### config.mk
export PLATFORM = sky130hd
export DESIGN_NAME = anti_spoof_top
export DESIGN_NICKNAME = d
export VERILOG_FILES = /design/src/rtl/anti_spoof_top.sv
export SDC_FILE = /design/constraint.sdc
export NUM_CORES = 1
export LEC_CHECK = 0
export CORE_MARGIN = 8
export CORE_UTILIZATION = 30
export CTS_BUF_LIST = sky130_fd_sc_hd__clkbuf_2 sky130_fd_sc_hd__clkbuf_4 sky130_fd_sc_hd__clkbuf_8
export DETAILED_ROUTE_END_ITERATION = 10
export PLACE_DENSITY = 0.52
export SYNTH_ARGS = -nofsm -noshare
export SYNTH_HDL_FRONTEND = slang
export SYNTH_SLANG_ARGS = --single-unit
### constraint.sdc
create_clock -name clk -period 6.15 [get_ports clk]
set_input_delay 0.615 -clock clk [delete_from_list [all_inputs] [get_ports clk]]
set_output_delay 0.615 -clock clk [all_outputs]
set_load 0.1 [all_outputs]
### src/rtl/anti_spoof_top.sv
// Anti-impersonation alarm: zone latching, debounced keypad code entry, spoof
// detection, buzzer, 7-segment status digit and HD44780 message writer.
module anti_spoof_top #(
  parameter int unsigned DEBOUNCE_CYCLES = 500000,
  parameter int unsigned E_PULSE         = 50,
  parameter int unsigned CMD_WAIT        = 5000,
  parameter int unsigned CLEAR_WAIT      = 200000,
  parameter int unsigned POWERUP_WAIT    = 2000000,
  parameter int unsigned BUZZ_DIV        = 50000,
  parameter logic [7:0]  PASSCODE        = 8'h19,
  parameter int unsigned MAX_FAIL        = 3
) (
  input  logic       clk,
  input  logic       rst2,
  input  logic [1:0] etapa,
  input  logic [2:0] sensor,
  input  logic       enter,
  input  logic [3:0] fila,
  input  logic [2:0] Columna,
  output logic       rw,
  output logic       rs,
  output logic       e,
  output logic [6:0] disp,
  output logic [7:0] lcd_db,
  output logic       buzzer_out,
  output logic       alarm_out1,
  output logic       alarm_out2
);

  localparam logic [6:0] SEG_DASH = 7'b0111111;

  typedef enum logic [2:0] {
    LCD_POWERUP,
    LCD_INIT_PULSE,
    LCD_INIT_WAIT,
    LCD_IDLE,
    LCD_WR_PULSE,
    LCD_WR_WAIT
  } lcdState_t;

  function automatic logic [6:0] seg7(input logic [3:0] d);
    logic [6:0] s;
    case (d)
      4'd0:    s = 7'b1000000;
      4'd1:    s = 7'b1111001;
      4'd2:    s = 7'b0100100;
      4'd3:    s = 7'b0110000;
      4'd4:    s = 7'b0011001;
      4'd5:    s = 7'b0010010;
      4'd6:    s = 7'b0000010;
      4'd7:    s = 7'b1111000;
      4'd8:    s = 7'b0000000;
      4'd9:    s = 7'b0010000;
      default: s = SEG_DASH;
    endcase
    return s;
  endfunction

  function automatic logic [7:0] initByte(input logic [1:0] idx);
    logic [7:0] b;
    case (idx)
      2'd0:    b = 8'h38;
      2'd1:    b = 8'h0C;
      2'd2:    b = 8'h06;
      default: b = 8'h01;
    endcase
    return b;
  endfunction

  // Message ids: 0 disarmed, 1 watching, 2 alarm, 3 new code, 4 enter code.
  function automatic logic [7:0] msgChar(input logic [2:0] msg, input logic [3:0] idx);
    logic [127:0] s;
    case (msg)
      3'd1:    s = "VIGILANDO       ";
      3'd2:    s = "ALARMA ACTIVA   ";
      3'd3:    s = "NUEVA CLAVE     ";
      3'd4:    s = "INGRESE CLAVE   ";
      default: s = "DESARMADO       ";
    endcase
    s = s << {idx, 3'b000};
    return s[127:120];
  endfunction

  // Keypad debounce: a code must hold for DEBOUNCE_CYCLES; after a key the
  // lock releases only once all lines have been idle for the same time.
  logic [6:0]  r_keyRaw;
  logic [31:0] r_keyCnt;
  logic        r_keyLocked;
  logic [6:0]  w_keyNow;
  logic        w_keyStable;
  logic        w_keyValid;
  logic        w_keyIsDigit;
  logic [3:0]  w_keyDigit;
  logic        w_digitPulse;

  assign w_keyNow     = {fila, Columna};
  assign w_keyStable  = (w_keyNow == r_keyRaw) && (r_keyCnt == DEBOUNCE_CYCLES - 1);
  assign w_digitPulse = w_keyStable && !r_keyLocked && w_keyValid && w_keyIsDigit;

  always_ff @(posedge clk) begin
    if (!rst2) begin
      r_keyRaw    <= '0;
      r_keyCnt    <= '0;
      r_keyLocked <= 1'b0;
    end else begin
      r_keyRaw <= w_keyNow;
      if (w_keyNow != r_keyRaw)
        r_keyCnt <= '0;
      else if (r_keyCnt < DEBOUNCE_CYCLES)
        r_keyCnt <= r_keyCnt + 32'd1;
      if (w_keyStable) begin
        if (!r_keyLocked && w_keyValid)
          r_keyLocked <= 1'b1;
        else if (r_keyLocked && (r_keyRaw == 7'd0))
          r_keyLocked <= 1'b0;
      end
    end
  end

  always_comb begin
    logic [3:0] colIdx;
    colIdx       = 4'd0;
    w_keyDigit   = 4'd0;
    w_keyIsDigit = 1'b0;
    w_keyValid   = $onehot(r_keyRaw[6:3]) && $onehot(r_keyRaw[2:0]);
    case (r_keyRaw[2:0])
      3'b010:  colIdx = 4'd1;
      3'b100:  colIdx = 4'd2;
      default: colIdx = 4'd0;
    endcase
    case (r_keyRaw[6:3])
      4'b0001: begin w_keyDigit = 4'd1 + colIdx; w_keyIsDigit = 1'b1; end
      4'b0010: begin w_keyDigit = 4'd4 + colIdx; w_keyIsDigit = 1'b1; end
      4'b0100: begin w_keyDigit = 4'd7 + colIdx; w_keyIsDigit = 1'b1; end
      4'b1000: begin w_keyDigit = 4'd0; w_keyIsDigit = (colIdx == 4'd1); end
      default: begin w_keyDigit = 4'd0; w_keyIsDigit = 1'b0; end
    endcase
  end

  logic        r_entRaw;
  logic        r_entLevel;
  logic [31:0] r_entCnt;
  logic        w_entStable;
  logic        w_enterPulse;

  assign w_entStable  = (enter == r_entRaw) && (r_entCnt == DEBOUNCE_CYCLES - 1);
  assign w_enterPulse = w_entStable && r_entRaw && !r_entLevel;

  always_ff @(posedge clk) begin
    if (!rst2) begin
      r_entRaw   <= 1'b0;
      r_entLevel <= 1'b0;
      r_entCnt   <= '0;
    end else begin
      r_entRaw <= enter;
      if (enter != r_entRaw)
        r_entCnt <= '0;
      else if (r_entCnt < DEBOUNCE_CYCLES)
        r_entCnt <= r_entCnt + 32'd1;
      if (w_entStable)
        r_entLevel <= r_entRaw;
    end
  end

  logic [7:0] r_buf;
  logic [1:0] r_count;
  logic [1:0] r_etapaPrev;
  logic       w_etapaChg;

  assign w_etapaChg = (etapa != r_etapaPrev);

  always_ff @(posedge clk) begin
    if (!rst2) begin
      r_buf       <= '0;
      r_count     <= '0;
      r_etapaPrev <= '0;
    end else begin
      r_etapaPrev <= etapa;
      if (w_enterPulse || w_etapaChg) begin
        r_buf   <= '0;
        r_count <= '0;
      end else if (w_digitPulse) begin
        r_buf   <= {r_buf[3:0], w_keyDigit};
        r_count <= (r_count == 2'd2) ? 2'd2 : r_count + 2'd1;
      end
    end
  end

  logic [2:0] r_zone;
  logic       r_alarm1;
  logic       r_alarm2;
  logic [3:0] r_fail;
  logic [7:0] r_code;
  logic       w_codeMatch;

  assign w_codeMatch = (r_count == 2'd2) && (r_buf == r_code);

  always_ff @(posedge clk) begin
    if (!rst2) begin
      r_zone   <= '0;
      r_alarm1 <= 1'b0;
      r_alarm2 <= 1'b0;
      r_fail   <= '0;
      r_code   <= PASSCODE;
    end else begin
      case (etapa)
        2'b01: begin
          r_zone <= r_zone | sensor;
          if (|sensor)
            r_alarm1 <= 1'b1;
        end
        2'b10: begin
          if (w_enterPulse && (r_count == 2'd2) && !r_alarm1 && !r_alarm2)
            r_code <= r_buf;
        end
        2'b11: begin
          if (w_enterPulse) begin
            if (w_codeMatch) begin
              r_zone   <= '0;
              r_alarm1 <= 1'b0;
              r_alarm2 <= 1'b0;
              r_fail   <= '0;
            end else begin
              if (r_fail < 4'(MAX_FAIL))
                r_fail <= r_fail + 4'd1;
              if (r_fail + 4'd1 >= 4'(MAX_FAIL))
                r_alarm2 <= 1'b1;
            end
          end
        end
        default: ;
      endcase
    end
  end

  logic [31:0] r_buzzCnt;
  logic        r_buzz;

  always_ff @(posedge clk) begin
    if (!rst2) begin
      r_buzzCnt <= '0;
      r_buzz    <= 1'b0;
    end else if (r_alarm1 || r_alarm2) begin
      if (r_buzzCnt == BUZZ_DIV - 1) begin
        r_buzzCnt <= '0;
        r_buzz    <= ~r_buzz;
      end else begin
        r_buzzCnt <= r_buzzCnt + 32'd1;
      end
    end else begin
      r_buzzCnt <= '0;
      r_buzz    <= 1'b0;
    end
  end

  logic [6:0] r_disp;
  logic [1:0] w_zoneCount;

  assign w_zoneCount = 2'(r_zone[0]) + 2'(r_zone[1]) + 2'(r_zone[2]);

  always_ff @(posedge clk) begin
    if (!rst2)
      r_disp <= 7'b1000000;
    else if (etapa[1])
      r_disp <= (r_count == 2'd0) ? SEG_DASH : seg7(r_buf[3:0]);
    else
      r_disp <= seg7({2'b00, w_zoneCount});
  end

  lcdState_t   r_lcdState;
  lcdState_t   w_lcdNext;
  logic [31:0] r_lcdCnt;
  logic [4:0]  r_lcdIdx;
  logic [2:0]  r_shownMsg;
  logic [2:0]  w_msgSel;
  logic        r_rs;
  logic        r_e;
  logic [7:0]  r_db;
  logic [31:0] w_waitLimit;
  logic        w_cntClr;
  logic        w_load;
  logic        w_loadRs;
  logic [7:0]  w_loadByte;
  logic        w_idxClr;
  logic        w_idxInc;
  logic        w_latchMsg;
  logic        w_eDrop;

  always_comb begin
    if (etapa == 2'b11)              w_msgSel = 3'd4;
    else if (etapa == 2'b10)         w_msgSel = 3'd3;
    else if (r_alarm1 || r_alarm2)   w_msgSel = 3'd2;
    else if (etapa == 2'b01)         w_msgSel = 3'd1;
    else                             w_msgSel = 3'd0;
  end

  // The clear command needs the long settle time; r_db still holds it.
  assign w_waitLimit = (r_db == 8'h01) ? CLEAR_WAIT : CMD_WAIT;

  always_ff @(posedge clk) begin
    if (!rst2)
      r_lcdState <= LCD_POWERUP;
    else
      r_lcdState <= w_lcdNext;
  end

  always_comb begin
    w_lcdNext  = r_lcdState;
    w_cntClr   = 1'b0;
    w_load     = 1'b0;
    w_loadRs   = 1'b0;
    w_loadByte = 8'h00;
    w_idxClr   = 1'b0;
    w_idxInc   = 1'b0;
    w_latchMsg = 1'b0;
    w_eDrop    = 1'b0;
    case (r_lcdState)
      LCD_POWERUP: begin
        if (r_lcdCnt == POWERUP_WAIT - 1) begin
          w_lcdNext  = LCD_INIT_PULSE;
          w_cntClr   = 1'b1;
          w_load     = 1'b1;
          w_loadByte = initByte(2'd0);
          w_idxClr   = 1'b1;
        end
      end
      LCD_INIT_PULSE: begin
        if (r_lcdCnt == E_PULSE - 1) begin
          w_lcdNext = LCD_INIT_WAIT;
          w_cntClr  = 1'b1;
          w_eDrop   = 1'b1;
        end
      end
      LCD_INIT_WAIT: begin
        if (r_lcdCnt == w_waitLimit - 32'd1) begin
          w_cntClr = 1'b1;
          if (r_lcdIdx == 5'd3) begin
            w_lcdNext = LCD_IDLE;
          end else begin
            w_lcdNext  = LCD_INIT_PULSE;
            w_load     = 1'b1;
            w_loadByte = initByte(r_lcdIdx[1:0] + 2'd1);
            w_idxInc   = 1'b1;
          end
        end
      end
      LCD_IDLE: begin
        if (w_msgSel != r_shownMsg) begin
          w_lcdNext  = LCD_WR_PULSE;
          w_cntClr   = 1'b1;
          w_load     = 1'b1;
          w_loadByte = 8'h80;
          w_idxClr   = 1'b1;
          w_latchMsg = 1'b1;
        end
      end
      LCD_WR_PULSE: begin
        if (r_lcdCnt == E_PULSE - 1) begin
          w_lcdNext = LCD_WR_WAIT;
          w_cntClr  = 1'b1;
          w_eDrop   = 1'b1;
        end
      end
      LCD_WR_WAIT: begin
        if (r_lcdCnt == CMD_WAIT - 1) begin
          w_cntClr = 1'b1;
          if (r_lcdIdx == 5'd16) begin
            w_lcdNext = LCD_IDLE;
          end else begin
            w_lcdNext  = LCD_WR_PULSE;
            w_load     = 1'b1;
            w_loadRs   = 1'b1;
            w_loadByte = msgChar(r_shownMsg, r_lcdIdx[3:0]);
            w_idxInc   = 1'b1;
          end
        end
      end
      default: w_lcdNext = LCD_POWERUP;
    endcase
  end

  // Id 7 never matches a real message, so the first pass through IDLE writes.
  always_ff @(posedge clk) begin
    if (!rst2) begin
      r_lcdCnt   <= '0;
      r_lcdIdx   <= '0;
      r_shownMsg <= 3'd7;
      r_rs       <= 1'b0;
      r_e        <= 1'b0;
      r_db       <= '0;
    end else begin
      if (w_cntClr)
        r_lcdCnt <= '0;
      else if (r_lcdState != LCD_IDLE)
        r_lcdCnt <= r_lcdCnt + 32'd1;
      if (w_idxClr)
        r_lcdIdx <= '0;
      else if (w_idxInc)
        r_lcdIdx <= r_lcdIdx + 5'd1;
      if (w_latchMsg)
        r_shownMsg <= w_msgSel;
      if (w_load) begin
        r_rs <= w_loadRs;
        r_db <= w_loadByte;
        r_e  <= 1'b1;
      end else if (w_eDrop) begin
        r_e <= 1'b0;
      end
    end
  end

  assign rw         = 1'b0;
  assign rs         = r_rs;
  assign e          = r_e;
  assign lcd_db     = r_db;
  assign disp       = r_disp;
  assign buzzer_out = r_buzz;
  assign alarm_out1 = r_alarm1;
  assign alarm_out2 = r_alarm2;

endmodule

Word level (Yosys, flattened, before mapping)
Memory sizes are Yosys's and may differ from the RTL's. A register that Yosys moved wholly into a read port is not among the register bits.
Cells that the tools add are included.
{"block": "word_totals", "output_inout_bits": 21, "mem_count": 1, "ram_bits": 0, "mem_bits_ro": 112, "latch_bits": 0, "in_bits": 15, "reg_bits": 196, "wordCells": 220}
{"block": "classes", "n_eq_ne": 54, "n_shift": 1, "muxes": 66, "mul": 0, "reduce_logical": 47, "addsub": 19, "div_mod_pow": 0, "magnitude_cmp": 4, "bitwise_logic": 4}
{"name": "(name not given)", "words": 16, "word_bits": 7, "rd": 1, "rd_clocked_by_memory_dff": 1, "wr": 0, "line_no": "43", "source": "case (d)"}
{"operator": "$pmux W125 S4", "count": 1}
{"operator": "$mux W128", "count": 3}
{"operator": "$add A32 B1 Y32 const B", "count": 4}
{"operator": "$shl A128 B7 Y128", "count": 1}
{"operator": "$eq A32 B19 Y1 const B", "count": 2}
{"operator": "$lt A32 B19 Y1 const B", "count": 2}
{"operator": "$eq A32 B13 Y1 const B", "count": 1}
{"operator": "$eq A32 B16 Y1 const B", "count": 1}
{"operator": "$eq A32 B21 Y1 const B", "count": 1}
{"operator": "$eq A32 B32 Y1", "count": 1}
{"operator": "$eq A32 B6 Y1 const B", "count": 1}
{"operator": "$pmux W8 S4", "count": 1}
{"operator": "$mux W3", "count": 10}
{"operator": "$pmux W7 S4", "count": 1}
{"operator": "$mux W8", "count": 3}
{"operator": "$mux W1", "count": 22}
{"operator": "$sub A18 B1 Y19 const B", "count": 1}
{"operator": "$mux W18", "count": 1}
{"operator": "$mux W6", "count": 3}
{"operator": "$ne A2 B2 Y1 const B", "count": 9}
{"operator": "$pmux W3 S6", "count": 1}
{"operator": "$pmux W6 S3", "count": 1}
{"operator": "$mux W4", "count": 4}
{"operator": "$eq A3 B2 Y1 const B", "count": 5}
{"operator": "52 further kinds", "count": 115}

Logic depth before layout (Yosys ltp)
{"block": "logic_depth", "ltp_word": 9, "ltp_mapped": 15}

Worst setup path before layout
Ideal clock, no wire load.
{"block": "synth_timing", "kind": "flip-flop to flip-flop", "startpoint": "reg r_keyRaw[3]", "endpoint": "reg (tool-made name)", "path_stages_with_launch": 15, "arrival_ps": 3055, "setup_slack_ps": 3003, "setup_ps": 92, "n_path_buf": 1, "period_less_slack_ps": 3147, "cell_sequence": "dfxtp_1 > inv_1 > fa_1 > inv_1 > ha_1 > ha_1 > nand4bb_1 > nor3_1 > and4_4 > buf_12 > mux2i_1 > nor2_1 > inv_1 > ha_1 > o32ai_1"}
{"element": "start: declaration", "line_no": "86", "source": "logic [6:0] r_keyRaw;"}
{"element": "start signal: assignment", "line_no": "106", "source": "r_keyRaw <= w_keyNow;"}

Worst setup path in the final report
{"block": "layout_timing", "startpoint": "in etapa[1]", "endpoint": "reg r_lcdCnt[30]"}
{"block": "layout_between", "elab_chain_cells": 9}
{"element": "start: declaration", "line_no": "15", "source": "input logic [1:0] etapa,"}
{"element": "$eq A2 B1 Y1", "line_no": "293", "source": "else if (etapa == 2'b01) w_msgSel = 3'd1;"}
{"element": "$mux W1", "line_no": "293"}
{"element": "$mux W2", "line_no": "292", "source": "else if (r_alarm1 || r_alarm2) w_msgSel = 3'd2;"}
{"element": "$mux W2", "line_no": "291", "source": "else if (etapa == 2'b10) w_msgSel = 3'd3;"}
{"element": "$mux W3 *", "line_no": "290", "source": "if (etapa == 2'b11) w_msgSel = 3'd4;"}
{"element": "$ne A3 B3 Y1 *", "line_no": "348", "source": "if (w_msgSel != r_shownMsg) begin"}
{"element": "$mux W1 *", "line_no": "348"}
{"element": "$pmux W1 S5 *", "line_no": "317", "source": "case (r_lcdState)"}
{"element": "$reduce_or A2 Y1 (no line) *"}
{"element": "end signal: assignment", "line_no": "395", "source": "r_lcdCnt <= r_lcdCnt + 32'd1;"}
{"element": "end: declaration", "line_no": "272", "source": "logic [31:0] r_lcdCnt;"}
Every way passes the cells marked *; elsewhere a longest branch is shown, timed or not.
A chain may end at the register's enable or synchronous reset.

==> impl_metrics.env <==
export IMPL_rsz0062_at_grt="no"
export IMPL_min_period_ps=3660
export IMPL_ctsHoldBuffers=0
export IMPL_synth_nets=1230
export IMPL_synth_top_area_cell="dfxtp_1"
export IMPL_r2r_start="r_keyRaw[6]$_SDFF_PN0_"
export IMPL_synthDistinctLibCells=77
export IMPL_place_hpwl_mm=14.9
export IMPL_powerDensity_nw_per_um2=240
export IMPL_synthTopCellsByArea="dfxtp_1 41%, nor2_1 6.8%, xnor2_1 5.3%"
export IMPL_power_leakage_uw=0.00405
export IMPL_cp_num_buf_inv=2
export IMPL_drt_pass1_iter_count=4
export IMPL_cts_root_buf="clkbuf_8"
export IMPL_worst_r2r_cell_count=14
export IMPL_fin_worst_skew_ps=18.3
export IMPL_grt_max_degree=51
export IMPL_hold_path_class="flip-flop to flip-flop"
export IMPL_drc=0
export IMPL_timing_critical_path_mode_cell="a21o_1"
export IMPL_yosysWarnings=0
export IMPL_ys_ff_latch=203
export IMPL_arrival_ps=4060
export IMPL_die_area_um2=39400
export IMPL_slew_viol_final=0
export IMPL_path_clk_slew_ps=60
export IMPL_post_cts_buffers=0
export IMPL_critPathLaunch="etapa[1]"
export IMPL_hold_viol=0
export IMPL_synth_area_um2=10000
export IMPL_cts_sinks=203
export IMPL_clk_latency_ps=520
export IMPL_slew_headroom=0.222
export IMPL_final_cells=1678
export IMPL_fin_crit_sh=0.594
export IMPL_max_stage_delay_ps=920
export IMPL_synth_top_area_frac=0.406
export IMPL_cts_tree="built"
export IMPL_wl_mm=21.8
export IMPL_num_rows=67
export IMPL_worst_slew_pin_slew_ps=1170
export IMPL_multi_input_comb_area_um2=5510
export IMPL_ant_nets=0
export IMPL_status="completed"
export IMPL_synth_most_common_cell="dfxtp_1"
export IMPL_area_growth_pct=14.6
export IMPL_maxCapViolCount=0
export IMPL_worstSetupStartpointType="primary input"
export IMPL_max_vdd_ir_drop_mv=0.112
export IMPL_num_nets_final=1251
export IMPL_via_count=7978
export IMPL_worst_path_max_fanout=30
export IMPL_slowest_stage="nand2b_1"
export IMPL_clock_path_buffers=3
export IMPL_grt_pass1_vias=7655
export IMPL_seqCellArea_um2=4060
export IMPL_via_per_inst=4.75
export IMPL_ys_top_cells_by_count="203 x dfxtp_1, 181 x nor2_1, 89 x nand2_1"
export IMPL_drive_above_1_share=0.0724
export IMPL_grt_overflow_total=0
export IMPL_critPathTopFamily="simple AND/OR/NAND/NOR gates"
export IMPL_avgSynthCellArea_um2=8.42
export IMPL_antenna_found_initial=0
export IMPL_ioPinCount=36
export IMPL_io_buffers=34
export IMPL_crit_type="primary input to flip-flop"
export IMPL_synth_edf_count=0
export IMPL_reg2reg_slack_ps=2540
export IMPL_end_kind="flip-flop"
export IMPL_diodes=0
export IMPL_synthArstFlopShare=0
export IMPL_die_height_um=199
export IMPL_post_place_cells=1619
export IMPL_synthFlopType="dfxtp_1"
export IMPL_holdCritStartpoint="lcd_db[6]$_SDFFE_PN0P_"
export IMPL_setup_viol=0
export IMPL_tns_ps=0
export IMPL_ctsHtreeMaxLevel=2
export IMPL_hold_depth=2
export IMPL_post_drt_wl_per_cell_um=13.0
export IMPL_grt_first_pass_wirelength_mm=36.9
export IMPL_crit_cells=9
export IMPL_path_cells="clkdlybuf4s50_1 -> nor2b_1 -> mux2_2 -> a211oi_1 -> a21o_1 -> a21o_1 -> nand2b_1 -> buf_4 -> nor2_1"
export IMPL_core_um2=33200
export IMPL_grtUsageTotal=0.109
export IMPL_crit_required_ps=6550
export IMPL_ys_seq_area_frac=0.406
export IMPL_synthCells=1188
export IMPL_drt_initial_drc_count=419
export IMPL_post_cts_resized=0
export IMPL_cts_made_buffers=36
export IMPL_fmax_ghz=0.274
export IMPL_die_x_um=199
export IMPL_start_util=0.301
export IMPL_gp_congestion=0.804
export IMPL_fill_cells=3524
worst register-to-register path, stage by stage (launching register included):
cell and delay, ps:
dfxtp_1 420, inv_1 140, fa_1 500, inv_1 50, ha_1 180, ha_1 170
nand4bb_1 160, nor3_1 300, nand3_1 160, o22ai_1 410, nor2b_1 290, inv_1 120
ha_1 230, mux2_2 260, a21oi_1 150
layout make-up:
type | count | share of cell area
clock inverter | 6 | 0.00524
timing repair buffer | 42 | 0.0349
inverter | 50 | 0.0164
tap | 448 | 0.0489
multi-input combinational | 876 | 0.481
sequential | 203 | 0.355
clock buffer | 53 | 0.0593
sequential cells by signal, indices dropped and copies added, names as in the netlist, 8 cells and up, named ones only:
| signal | cells |
|---|---|
| r_entCnt | 32 |
| r_buf | 8 |
| r_keyCnt | 32 |
| r_lcdCnt | 32 |
| r_code | 8 |
| r_buzzCnt | 32 |
| lcd_db | 8 |
through the flow:
stage | power (uW) | worst slack, ps | cell area (um2) | utilization | hold WS (ps)
after floorplan | 1460 | 3000 | 10000 | - | 405
after global placement | 1490 | 1970 | 10700 | 0.323 | 444
after detailed placement | 1490 | 1920 | 10700 | 0.323 | 457
after CTS | 2800 | 2460 | 11500 | 0.345 | 468
after global routing | 2870 | 2220 | 11500 | 0.345 | 488
final | 2750 | 2490 | 11500 | 0.345 | 467
cell families after synthesis:
logic type | after synthesis | synth area share
AO/OA/AOI/OAI | 163 | 0.106
XOR/XNOR | 118 | 0.103
adder cells (fa/ha/maj) | 27 | 0.0360
AND/OR/NAND/NOR | 540 | 0.276
buffers and inverters | 109 | 0.0438
multiplexers | 27 | 0.0274
other | 1 | 0.000375
flip-flops | 203 | 0.406
layout by cell type, fill, tap and decap left out, types with 6 or more instances in the layout:
| master | count |
|---|---|
| dfxtp_1 | 203 |
| nor2_1 | 181 |
| nand2_1 | 89 |
| xnor2_1 | 60 |
| xor2_1 | 58 |
| inv_1 | 48 |
| a21oi_1 | 47 |
| and3_1 | 45 |
| clkbuf_8 | 45 |
| nand3_1 | 38 |
| o21ai_0 | 36 |
| nand4_1 | 35 |
| clkdlybuf4s50_1 | 34 |
| nor3_1 | 30 |
| mux2i_1 | 24 |
| ha_1 | 24 |
| nor4_1 | 17 |
| and2_1 | 16 |
| or3_1 | 15 |
| nor2b_1 | 13 |
| a31oi_1 | 12 |
| and4_1 | 12 |
| or4_1 | 8 |
| clkbuf_4 | 8 |
| buf_4 | 8 |
| o22ai_1 | 7 |
| nand2b_1 | 6 |
| o21a_1 | 6 |
| or2_2 | 6 |
layer usage:
metal / GRT usage / up-vias / routed length [um]
met2: 0.175 / 103 / 9730
met1: 0.145 / 3665 / 10800
met5: 0 / - / 0
met4: 0.0371 / 0 / 507
met3: 0.0223 / 44 / 694
li1: - / 4166 / -
power by group:
group	internal [uW]	switching (uW)	total, uW
Combinational	39.9	86.0	126
Clock	745	542	1290
Sequential	1330	10.5	1340
Total	2110	638	2750
final timing paths:
path / end
worst min register to register: lcd_db[6]$_SDFFE_PN0P_
worst min-delay path: lcd_db[6]$_SDFFE_PN0P_
worst max-delay path: r_lcdCnt[30]$_SDFFE_PP0P_
worst max register to register: flip-flop
(Power assumes the default switching activity.)
